**config.mk**
```make
export PLATFORM = sky130hd
export DESIGN_NAME = id_operand_stage
export DESIGN_NICKNAME = d
export VERILOG_FILES = /design/src/rtl/id_operand_stage.sv
export SDC_FILE = /design/constraint.sdc
export NUM_CORES = 1
export LEC_CHECK = 0
export CORE_ASPECT_RATIO = 0.9
export CORE_MARGIN = 2
export CORE_UTILIZATION = 41
export CTS_CLUSTER_DIAMETER = 120
export CTS_CLUSTER_SIZE = 25
export DETAILED_ROUTE_END_ITERATION = 6
export GPL_ROUTABILITY_DRIVEN = 0
export PLACE_DENSITY = 0.81
export SLEW_MARGIN = 25
export SYNTH_ARGS = -nofsm -noshare
export SYNTH_HDL_FRONTEND = slang
export SYNTH_SLANG_ARGS = --single-unit
```
**constraint.sdc**
```tcl
create_clock -name clk -period 3.53 [get_ports clk]
set_input_delay 0.706 -clock clk [delete_from_list [all_inputs] [get_ports clk]]
set_output_delay 0.706 -clock clk [all_outputs]
set_load 0.01 [all_outputs]
```
**src/rtl/id_operand_stage.sv**
```systemverilog
// Operand-resolution stage between decode and EX.
// Each source operand comes from the immediate, hard-wired r0, the youngest matching
// bypass stage, or the regfile. A matching bypass whose data is not ready yet raises an
// interlock stall. Resolved operands are registered into a one-entry ID/EX buffer.
module id_operand_stage #(
  parameter int unsigned DATA_W  = 32,
  parameter int unsigned ADDR_W  = 5,
  parameter int unsigned NUM_SRC = 2,
  parameter int unsigned NUM_FWD = 2
) (
  input  logic                        clk,
  input  logic                        rst,
  input  logic                        flush,
  input  logic                        id_valid_i,
  output logic                        id_ready_o,
  input  logic [NUM_SRC-1:0]          src_read_i,
  input  logic [NUM_SRC*ADDR_W-1:0]   src_addr_i,
  input  logic [DATA_W-1:0]           imm_i,
  input  logic [NUM_SRC*DATA_W-1:0]   rf_data_i,
  input  logic [NUM_FWD-1:0]          fwd_we_i,
  input  logic [NUM_FWD*ADDR_W-1:0]   fwd_addr_i,
  input  logic [NUM_FWD-1:0]          fwd_rdy_i,
  input  logic [NUM_FWD*DATA_W-1:0]   fwd_data_i,
  output logic                        ex_valid_o,
  input  logic                        ex_ready_i,
  output logic [NUM_SRC*DATA_W-1:0]   opnd_o,
  output logic                        stall_req_o,
  output logic [15:0]                 stall_cnt_o
);

  typedef enum logic {StEmpty, StFull} buf_state_e;

  buf_state_e                state_q;
  logic [NUM_SRC*DATA_W-1:0] opnd_q;
  logic [15:0]               stall_cnt_q;

  logic [NUM_SRC*DATA_W-1:0] opnd_res;
  logic [NUM_SRC-1:0]        hazard;
  logic [ADDR_W-1:0]         addr;
  logic                      hit;
  logic                      accept;

  // Per-source operand selection; the first (youngest) matching bypass stage wins.
  always_comb begin
    opnd_res = '0;
    hazard   = '0;
    addr     = '0;
    hit      = 1'b0;
    for (int s = 0; s < NUM_SRC; s++) begin
      addr = src_addr_i[s*ADDR_W +: ADDR_W];
      hit  = 1'b0;
      if (!src_read_i[s]) begin
        opnd_res[s*DATA_W +: DATA_W] = imm_i;
      end else if (addr == '0) begin
        opnd_res[s*DATA_W +: DATA_W] = '0;
      end else begin
        opnd_res[s*DATA_W +: DATA_W] = rf_data_i[s*DATA_W +: DATA_W];
        for (int k = 0; k < NUM_FWD; k++) begin
          if (!hit && fwd_we_i[k] && (fwd_addr_i[k*ADDR_W +: ADDR_W] == addr)) begin
            hit = 1'b1;
            if (fwd_rdy_i[k]) begin
              opnd_res[s*DATA_W +: DATA_W] = fwd_data_i[k*DATA_W +: DATA_W];
            end else begin
              // Load still in flight: operand value is irrelevant, the stall blocks accept.
              hazard[s] = 1'b1;
            end
          end
        end
      end
    end
  end

  // Handshake and interlock decisions.
  always_comb begin
    stall_req_o = id_valid_i & (|hazard);
    id_ready_o  = ~stall_req_o & ((state_q == StEmpty) | ex_ready_i);
    accept      = id_valid_i & id_ready_o & ~flush;
  end

  // One-entry ID/EX buffer; flush dominates both accept and hold.
  always_ff @(posedge clk or posedge rst) begin
    if (rst) begin
      state_q <= StEmpty;
      opnd_q  <= '0;
    end else if (flush) begin
      state_q <= StEmpty;
    end else if (accept) begin
      state_q <= StFull;
      opnd_q  <= opnd_res;
    end else if (ex_ready_i) begin
      state_q <= StEmpty;
    end
  end

  // Saturating interlock cycle counter, only cleared by reset.
  always_ff @(posedge clk or posedge rst) begin
    if (rst) begin
      stall_cnt_q <= '0;
    end else if (stall_req_o && (stall_cnt_q != 16'hFFFF)) begin
      stall_cnt_q <= stall_cnt_q + 16'd1;
    end
  end

  assign ex_valid_o  = (state_q == StFull);
  assign opnd_o      = opnd_q;
  assign stall_cnt_o = stall_cnt_q;

endmodule

```
# Word-level counts from Yosys, hierarchy flattened
# Cells that the tools add are included.
dict set report totals {
  reg_bits 81
  latch_bits 0
  wordCells 63
  romBits 0
  inputBits 191
  mem_count 0
  out_inout_bits 83
  ramBits 0
}
dict set report op_classes {
  mul 0
  shifts 0
  add_sub_neg 1
  order_cmp 0
  n_mux 32
  reduce_logical 14
  div 0
  bitwise 8
  n_eq_ne 5
}
# cell count
set op_table {}
lappend op_table {{32-bit two-way mux} 12}
lappend op_table {{5-bit equality test} 4}
lappend op_table {{1-bit two-way mux} 20}
lappend op_table {{16-bit by 1-bit adder with 16-bit output, second input constant} 1}
lappend op_table {{16-bit != test, second input constant} 1}
lappend op_table {{5-bit zero test} 2}
lappend op_table {{1-bit logical AND} 7}
lappend op_table {{1-bit bitwise AND} 4}
lappend op_table {{1-bit inverter} 3}
lappend op_table {{3-bit nonzero test} 1}
lappend op_table {{1-bit zero test} 2}
lappend op_table {{2-bit AND reduction} 1}
lappend op_table {{2-bit OR reduction} 1}
lappend op_table {{1-bit bitwise OR} 1}

# Depth between registers and ports, before layout
dict set report depth {
  ltp_word 19
  mapped_depth 9
}

# Worst setup path before layout
# Ideal clock, no wire load.
dict set report synth_path {
  kind {input to output}
  from {input src_addr_i[6]}
  to {output id_ready_o}
  arrival_ns 2.293
  t_required_ns 2.824
  path_slack_ns 0.531
  path_stages 8
  path_cell_list {or4_1 -> o21a_1 -> o211ai_1 -> and2_1 -> buf_4 -> buf_2 -> nor2b_1 -> nor2_1}
}
dict set report synth_between {
  elab_chain_len 15
  word_cells_on_any_way 19
}
# item line
set synth_lines {}
lappend synth_lines {{start, declared} 17} ;# input logic [NUM_SRC*ADDR_W-1:0] src_addr_i,
lappend synth_lines {{5-bit equality test} 59} ;# if (!hit && fwd_we_i[k] && (fwd_addr_i[k*ADDR_W +: ADDR_W] == addr)) begin
lappend synth_lines {{1-bit logical AND} 59}
lappend synth_lines {{1-bit two-way mux} 59}
lappend synth_lines {{1-bit two-way mux} 54} ;# end else if (addr == '0) begin
lappend synth_lines {{1-bit two-way mux} 52} ;# if (!src_read_i[s]) begin
lappend synth_lines {{1-bit zero test} 59}
lappend synth_lines {{1-bit logical AND (2 in a row)} 59}
lappend synth_lines {{1-bit two-way mux} 59}
lappend synth_lines {{1-bit two-way mux *} 54}
lappend synth_lines {{1-bit two-way mux *} 52}
lappend synth_lines {{2-bit OR reduction *} 75} ;# stall_req_o = id_valid_i & (|hazard);
lappend synth_lines {{1-bit bitwise AND *} 75}
lappend synth_lines {{via stall_req_o} 27} ;# output logic stall_req_o,
lappend synth_lines {{1-bit inverter *} 76} ;# id_ready_o = ~stall_req_o & ((state_q == StEmpty) | ex_ready_i);
lappend synth_lines {{1-bit bitwise AND *} 76}
lappend synth_lines {{end, declared} 15} ;# output logic id_ready_o,
# The timed path passes the listed nets; every way through them passes the cells marked *. The select of a mux whose other input is x is not followed.

# Worst setup path after layout
dict set report layout_path {
  from {input src_addr_i[7]}
  to {output id_ready_o}
}
dict set report layout_between {
  elab_chain_len 15
  word_cells_on_any_way 19
}
# item line
set layout_lines {}
lappend layout_lines {{5-bit equality test} 59}
lappend layout_lines {{1-bit logical AND} 59}
lappend layout_lines {{1-bit two-way mux} 59}
lappend layout_lines {{1-bit two-way mux} 54}
lappend layout_lines {{1-bit two-way mux} 52}
lappend layout_lines {{1-bit zero test} 59}
lappend layout_lines {{1-bit logical AND (2 in a row)} 59}
lappend layout_lines {{1-bit two-way mux} 59}
lappend layout_lines {{1-bit two-way mux *} 54}
lappend layout_lines {{1-bit two-way mux *} 52}
lappend layout_lines {{2-bit OR reduction *} 75}
lappend layout_lines {{1-bit bitwise AND *} 75}
lappend layout_lines {{1-bit inverter *} 76}
lappend layout_lines {{1-bit bitwise AND *} 76}
# Every way passes the cells marked *; elsewhere a longest branch is shown, timed or not. The select of a mux whose other input is x is not followed.

==> impl_results.md <==
* Worst Hold Launch: opnd_o[42]$_DFFE_PP0P_
* Post-Synthesis Cells at 552
* Pwr Density at 361 nW/um2
* Nets at 1023
* Starting Density at 0.418
* Final Hold Viols at 0
* Worst slew margin at 0.472
* Port bufs at 273
* Final ANT Viol Nets at 0
* Die ar. at 14500 um2
* Layout fillers at 989
* Routed WL at 21300 um
* Post-Synth Adder-Cell Area at 0.00226
* F_max at 288 MHz
* Hold/Removal Path Class: flop to flop
* Smallest hold slack at 482 ps
* Layout area overhead at 61.5%
* Clock sink count at 81
* Total number of vias at 6026
* Antenna Cells at 0
* Post-synthesis register bit count at 81
* CTS clock-pin slew for the worst setup and hold paths at 60 ps
* Area share of the largest cell type after synthesis at 0.366
* Most frequent cells after synthesis: 81 x dfrtp_1, 59 x mux2_2, 39 x nor3_1
* Final std cells w/o fill at 1004
* Area of the multi-input gates at 3260 um2
* Clock skew at 10.7 ps
* Synth Area in XOR/XNOR at 0.0521
* Final min period at 3480 ps
* Most used DFF post-synth: dfrtp_1
* Crit path launch: src_addr_i[7]
* P_leak at 3.74 nW
* Most numerous cell in the Yosys netlist: dfrtp_1
* Final setup vio count at 0
* CTS H-tree lvls at 3
* Drt pass-1 iters at 5
* Worst path required time at 2820 ps
* Core area at 13300 um2
* Status: finished, final reports clean
* Share of cells above drive strength 1 at 0.191
* Crit. End Element: output port
* Wire per inst at 21.3 um
* Synth Area in Simple Gates at 0.137
* Startpoint types: input pin
* IO Pins at 274
* Grt ovf at 0
* Setup TNS at 0 ps
* Synthesized area per cell at 10.0 um2
* Synth cell types at 47
* Final period util at 0.985
* Max VDD drop at 0.000218 V
* Ys Warns at 0
* Die Y at 114 um
* Hold Path Depth at 2
* Largest family of logic cells by synthesized area: compound AO/OA/AOI/OAI gates
* TritonCTS buffer count at 9
* Largest net degree at the start of global routing at 43
* Worst R2R Path Depth at 8
* Async S/R FF share, synth at 1.00
* Row cnt at 40
* Reg2Reg Setup Slack at 1270 ps
* Syn Nets at 744
* Most area-consuming cells after synthesis: dfrtp_1 37%, mux2_2 12%, o221ai_2 7.0%, mux2i_1 5.2%, a32oi_1 4.6%
* FF+latch area at 2030 um2
* Initial antenna violation count at 0
* CTS max path bufs at 2
* Worst EP arrival at 2770 ps
* Leading area contributor after synthesis: dfrtp_1
* Die X at 127 um
* Multiplexer share of the synthesized area at 0.174
* Vias in the first global route at 6436
* CTS tree: done
* Reg2reg start: stall_cnt_o[5]$_DFFE_PP0P_
* Residual DRC at 0
* Placed Cells at 986
* Synth Area in Compound Gates at 0.210
* Vias/cell at 6.00
* Overall routing resource usage at 0.289
* Measured slew at the worst slew-check pin at 792 ps
* Max Slew Vio Count at 0
* Post-synthesis sequential area ratio at 0.366
* Crit path kind: input pin to output port
* First-pass GRT wire length at 33100 um
* Number of synthesized flops with an enable pin at 0
* 1st-iter DRT viols at 495
* HPWL Detailed at 15500 um
* Max cap viols at 0
* CTS Root Cell: clkbuf_16
* Max FO, Critical Path at 3
* Clock latency on the worst-skew pair at 340 ps
* Cell area after synthesis at 5540 um2
logic make-up after synthesis:
group | after synthesis
compound gates | 140
xor+xnor | 33
fa+ha+maj | 1
buf+inv | 76
flops | 81
mux | 89
simple gates | 132
where the power goes:
part | switching [mW] | internal [mW] | leakage, nW | total, mW
sequential | 0.101 | 1.09 | 1.01 | 1.20
clock | 0.374 | 0.496 | 0.129 | 0.870
combinational | 0.469 | 0.700 | 2.60 | 1.17
total | 0.944 | 2.29 | 3.74 | 3.23
area by class of cell:
type	count	share of cell area
Clock buffer	12	0.0275
Clock inverter	4	0.00322
Inverter	30	0.0127
Multi-Input combinational cell	395	0.364
Sequential cell	81	0.226
Tap cell	168	0.0235
Timing Repair Buffer	314	0.342
per-stage QoR:
step / instance area [um2] / worst slack [ps] / util / power, mW
2_1_floorplan: 5540 / 531 / - / 1.63
3_3_place_gp: 8630 / -50.5 / 0.651 / 2.33
3_5_place_dp: 8630 / -235 / 0.651 / 2.36
4_1_cts: 8930 / 161 / 0.673 / 3.25
5_1_grt: 8950 / -88.4 / 0.675 / 3.38
6_report: 8950 / 52.4 / 0.675 / 3.23
per-layer routing:
metal	share of wire	GRT usage	vias to the layer above
met5	0	0	-
met4	0.033	0.134	0
met3	0.086	0.0748	59
met2	0.50	0.496	347
met1	0.38	0.339	2950
li1	-	-	2670
cell usage in the layout (no fill, tap or decap), types with 3 or more instances in the layout:
master and n:
nor3_1 39, a2111oi_0 6, dlygate4sd2_1 3, nand3_1 6
buf_4 39, a21oi_1 7, o41ai_1 3, nor2b_1 7
clkbuf_16 9, mux2_2 59, o221ai_2 26, o22ai_1 28
nand2b_1 3, inv_1 29, and2_1 4, o21ai_0 31
mux2i_1 29, a21o_1 3, a32oi_1 29, clkdlybuf4s50_1 269
nand4_1 5, dfrtp_1 81, nor2_1 13, nor4b_1 3
xor2_1 22, nor4_1 6, nor4_2 3, nand2_1 21
xnor2_1 11
final timing paths:
kind / to
min: opnd_o[42]$_DFFE_PP0P_
max in group asynchronous: opnd_o[55]$_DFFE_PP0P_
min in group asynchronous: opnd_o[7]$_DFFE_PP0P_
min reg2reg: opnd_o[42]$_DFFE_PP0P_
max reg2reg: stall_cnt_o[12]$_DFFE_PP0P_
max: id_ready_o
critical path, cell delays in order:
cell             delay, ps
clkdlybuf4s50_1        460
buf_4                  160
xnor2_1                220
nand3_1                200
nor4b_4                260
o211ai_1               130
and2_4                 170
nor2b_2                140
nor2_1                  50
dlygate4sd2_1          280
timing repair:
item / 4_1_cts / 5_1_grt
hold buffers: 0 / 0
endpoints found under the setup margin: 2 / 1
resized for setup: 7 / 2
hold endpoints to repair: 0 / 0
pin swaps: 1 / 2
buffers inserted: 1 / 1
state kept, by name, summed over array words and instances (netlist names):
name         count
ex_valid_o       1
opnd_o          64
stall_cnt_o     16
(Power assumes the default switching activity.)
